[src/rtl/ram24_arbiter.sv]
// ram24_arbiter: two-client round-robin arbiter and sequencer for a single-port
// 24-bit x 4096 RAM. Commands pass through IDLE -> ACCESS -> DONE, so there is
// one RAM access every 3 cycles at most.
// Ports:
//   clk, RE           clock and synchronous active-high reset
//   req/we/addr/wdata per-client command (A and B), held until grant
//   gnt_a/gnt_b       high during the owner's RAM access cycle
//   done_a/done_b     one-cycle completion pulse; rdata is valid with it for reads
//   ram_addr/ram_din/ram_we  driven to the RAM; ram_dout is its combinational read data
module ram24_arbiter #(
  parameter int AW = 12,
  parameter int DW = 24
) (
  input  logic          clk,
  input  logic          RE,
  input  logic          req_a,
  input  logic          req_b,
  input  logic          we_a,
  input  logic          we_b,
  input  logic [AW-1:0] addr_a,
  input  logic [AW-1:0] addr_b,
  input  logic [DW-1:0] wdata_a,
  input  logic [DW-1:0] wdata_b,
  output logic          gnt_a,
  output logic          gnt_b,
  output logic          done_a,
  output logic          done_b,
  output logic [DW-1:0] rdata,
  output logic [AW-1:0] ram_addr,
  output logic [DW-1:0] ram_din,
  output logic          ram_we,
  input  logic [DW-1:0] ram_dout
);

  typedef enum logic [1:0] {
    ST_IDLE   = 2'd0,
    ST_ACCESS = 2'd1,
    ST_DONE   = 2'd2
  } state_t;

  state_t        state_q;
  logic          owner_q;     // 0 = A, 1 = B
  logic          last_b_q;    // 1 when B was served last; reset value gives A priority
  logic          cmd_we_q;
  logic [AW-1:0] cmd_addr_q;
  logic [DW-1:0] cmd_din_q;
  logic [DW-1:0] rdata_q;
  logic          gnt_a_q, gnt_b_q;
  logic          done_a_q, done_b_q;
  logic          ram_we_q;

  logic          any_req;
  logic          owner_d;

  // B wins when it is alone, or when both ask and A was the last one served.
  always_comb begin
    any_req = req_a | req_b;
    owner_d = req_b & (~req_a | ~last_b_q);
  end

  always_ff @(posedge clk) begin
    if (RE) begin
      state_q    <= ST_IDLE;
      owner_q    <= 1'b0;
      last_b_q   <= 1'b1;
      cmd_we_q   <= 1'b0;
      cmd_addr_q <= '0;
      cmd_din_q  <= '0;
      rdata_q    <= '0;
      gnt_a_q    <= 1'b0;
      gnt_b_q    <= 1'b0;
      done_a_q   <= 1'b0;
      done_b_q   <= 1'b0;
      ram_we_q   <= 1'b0;
    end else begin
      // Pulsed outputs default low; only the state that owns them raises them.
      gnt_a_q  <= 1'b0;
      gnt_b_q  <= 1'b0;
      done_a_q <= 1'b0;
      done_b_q <= 1'b0;
      ram_we_q <= 1'b0;
      case (state_q)
        ST_IDLE: begin
          if (any_req) begin
            state_q    <= ST_ACCESS;
            owner_q    <= owner_d;
            last_b_q   <= owner_d;
            cmd_we_q   <= owner_d ? we_b    : we_a;
            cmd_addr_q <= owner_d ? addr_b  : addr_a;
            cmd_din_q  <= owner_d ? wdata_b : wdata_a;
            ram_we_q   <= owner_d ? we_b    : we_a;
            gnt_a_q    <= ~owner_d;
            gnt_b_q    <= owner_d;
          end
        end
        ST_ACCESS: begin
          // RAM read is combinational, so Dout is already valid for cmd_addr_q.
          if (!cmd_we_q) rdata_q <= ram_dout;
          done_a_q <= ~owner_q;
          done_b_q <= owner_q;
          state_q  <= ST_DONE;
        end
        ST_DONE: begin
          state_q <= ST_IDLE;
        end
        default: begin
          state_q <= ST_IDLE;
        end
      endcase
    end
  end

  // Address and data come straight from the command registers so the RAM
  // lines never follow the client inputs between accesses.
  assign ram_addr = cmd_addr_q;
  assign ram_din  = cmd_din_q;
  assign ram_we   = ram_we_q;
  assign gnt_a    = gnt_a_q;
  assign gnt_b    = gnt_b_q;
  assign done_a   = done_a_q;
  assign done_b   = done_b_q;
  assign rdata    = rdata_q;

endmodule

[config.mk]
export PLATFORM = sky130hd
export DESIGN_NAME = ram24_arbiter
export DESIGN_NICKNAME = d
export VERILOG_FILES = /design/src/rtl/ram24_arbiter.sv
export SDC_FILE = /design/constraint.sdc
export NUM_CORES = 1
export LEC_CHECK = 0
export ABC_AREA = 1
export ABC_CLOCK_PERIOD_IN_PS = 3000
export BUFFER_PORTS_ARGS = -buffer_cell sky130_fd_sc_hd__buf_4
export CORE_AREA = 2 2 97 80
export DETAILED_ROUTE_END_ITERATION = 10
export DIE_AREA = 0 0 99 82
export HOLD_SLACK_MARGIN = 0.1
export PLACE_DENSITY = 0.91
export SKIP_LAST_GASP = 1
export SLEW_MARGIN = 20
export SYNTH_ARGS = -nofsm -noshare
export SYNTH_HDL_FRONTEND = slang
export SYNTH_SLANG_ARGS = --single-unit
[constraint.sdc]
create_clock -name clk -period 3 [get_ports clk]
set_input_delay 0.45 -clock clk [delete_from_list [all_inputs] [get_ports clk]]
set_output_delay 0.45 -clock clk [all_outputs]
set_load 0.1 [all_outputs]
==> impl_metrics.json <==
{
  "run_status": "complete, no violations",
  "globalRoute.totalOverflow": 0,
  "vias": 3662,
  "cts.repair.resized": 0,
  "first_pass_iters": 4,
  "worst_pin_slew_ns": 0.889,
  "rows": 28,
  "crit_chain": "buf_4 > buf_4 > nor2_2 > nor2_8 > nand2_1 > nor2_1 > nor2_1",
  "initial_antenna_violation_count": 0,
  "max_freq_mhz": 558,
  "design.die.area_um2": 8120,
  "fin_util": 0.678,
  "drt_antenna_net_count": 0,
  "cellLeakagePower_uw": 0.00268,
  "grt_first_pass_wirelength_um": 14200,
  "post-route-drc-count": 0,
  "coreArea_um2": 7180,
  "leading_cell_types_in_the_layout_fill_and_taps_excluded": "buf_4, nand2_1, nor2_1",
  "cts-root-to-sink-buffers": 2,
  "postSynthRegisterBits": 70,
  "layout.filler_cells": 590,
  "clock-skew-final_ns": 0.00676,
  "drv.max_cap_violation_count": 0,
  "place.port_buffers": 166,
  "yosys.area.top_type": "dfxtp_1",
  "cts_tree": "built",
  "cts_made_buffers": 9,
  "post_synth_instance_area_um2": 3500,
  "die_height_um": 82,
  "worstSetupPathType": "primary input to flop",
  "grt_use_total": 0.219,
  "post-cts-setup-buffers": 0,
  "initial_core_util": 0.487,
  "antenna_cells": 0,
  "fp.dieW_um": 99,
  "wl_per_cell_um": 11.8,
  "finalHoldViolations": 0,
  "synth_cells": 545,
  "dp_hpwl_um": 6640,
  "final_cell_area_um2": 4870,
  "end_kind": "flop",
  "synth_area_leaders": "dfxtp_1, nand2_1, nor2_1",
  "routed_via_density": 4.65,
  "critPathSlowestCell": "buf_4",
  "drtIter0Drc": 156,
  "worst-path-buf-inv": 2,
  "cp.required_ns": 3.24,
  "fin_setup_tns_ns": 0,
  "synth_seq_area_share": 0.400,
  "totalWireLength_um": 9260,
  "detailed_place.area_um2": 4670,
  "unrepaired_setup_endpoints_after_global_routing": "false",
  "critical_path.top_delay_family": "simple AND/OR/NAND/NOR gates",
  "nets": 795,
  "path_clk_slew_ns": 0.08,
  "crit_fanout": 75,
  "vdd.ir_drop.worst_v": 0.000348,
  "cts.htree.levels": 3,
  "hold_fix_buffers_cts": 0,
  "first_global_vias": 3089,
  "syn-mean-instance-area_um2": 6.42,
  "synth_fp_nets": 647,
  "report.final.slew_viol_count": 0,
  "clkLatencyLatePin_ns": 0.33,
  "clock_sink_count": 70,
  "yosys_warnings": 0,
  "max_slew_margin": 0.406,
  "worst_hold_path_type": "primary input to flop",
  "synth_largest_type_area_fraction": 0.400,
  "setup.worst_path.start_class": "primary input",
  "syn_to_final_growth_pct": 39.1,
  "timing.final.setup_violations": 0,
  "clock-root-buffer": "clkbuf_8",
  "power-per-cell-area_nw_per_um2": 646,
  "cp_slowest_stage_delay_ns": 0.56,
  "layout_commonest_cell": "buf_4",
  "grt_max_degree": 76,
  "final.min_clock_period_ns": 1.79,
  "globalplace.congestion": 0.833,
  "final_cycle_share": 0.597,
  "post_route_cells_drive_above_1_share": 0.275,
  "synth.lib_cells_used.distinct": 17,
  "ios": 167,
  "crit_arrival_ns": 2.03
}
synthesized netlist by cell type, drive strengths merged:
cell type and instances:
o21ai 1, dfxtp 70, buf 26, nand3b 1, a21boi 36, a21oi 1
nand3 40, inv 67, clkbuf 8, nand2 167, nor2 128
path summary, 6_finish.rpt:
| path | start | end | slack [ns] | cells past startpoint |
|---|---|---|---|---|
| setup / recovery | req_b | ram_din[23]$_SDFFE_PP0P_ | 1.21 | 7 |
| hold / removal | RE | owner_q$_SDFFE_PP0P_ | 0.30 | 2 |
| setup reg to reg | last_b_q$_SDFFE_PP1P_ | ram_addr[10]$_SDFFE_PP0P_ | 1.24 | 6 |
| hold reg to reg | owner_q$_SDFFE_PP0P_ | done_b$_SDFF_PP0_ | 0.46 | 2 |
cell families (layout without fill, tap and decap cells):
| kind of cell | count (synthesis) | after routing | synth area share |
|---|---|---|---|
| AOI/OAI and AO/OA | 38 | 38 | 0.0801 |
| DFF | 70 | 70 | 0.400 |
| buffers and inverters | 101 | 254 | 0.138 |
| and+or+nand+nor | 336 | 336 | 0.382 |
layer usage:
layer,global-route usage,share of wire
met1,0.263,0.42
met5,0,0
met3,0.0630,0.062
met4,0.0808,0.016
met2,0.378,0.50
flip-flops by register name (all words and copies together), names as in the netlist:
| name | cells |
|---|---|
| ram_din | 24 |
| rdata | 24 |
| ram_addr | 12 |
| state_q | 2 |
| cmd_we_q | 1 |
| done_a | 1 |
| done_b | 1 |
| gnt_a | 1 |
| gnt_b | 1 |
| last_b_q | 1 |
| owner_q | 1 |
| ram_we | 1 |
stage by stage:
stage | total power (µW) | setup slack [ns] | hold slack, ns | std cells
2_1_floorplan | 2120 | 1.63 | 0.413 | 545
3_3_place_gp | 2390 | 0.930 | 0.430 | 772
3_5_place_dp | 2410 | 0.884 | 0.440 | 772
4_1_cts | 3170 | 1.23 | 0.279 | 788
5_1_grt | 3290 | 1.04 | 0.283 | 788
6_report | 3150 | 1.21 | 0.304 | 788
power by group:
group          switching [µW]  internal (µW)  leakage [µW]
clock                     366            388     0.0000891
sequential               55.0           1030      0.000579
combinational             981            328       0.00201
final cells by class:
| cell class | instances | area, µm² | share of cell area |
|---|---|---|---|
| clock buffers | 10 | 128 | 0.0262 |
| clock inverters | 6 | 70.1 | 0.0144 |
| inverters | 67 | 251 | 0.0516 |
| multi-input cells | 374 | 1620 | 0.333 |
| flip-flops and latches | 70 | 1400 | 0.288 |
| well taps | 90 | 113 | 0.0231 |
| repair buffers | 171 | 1280 | 0.264 |
(Power assumes the default switching activity.)
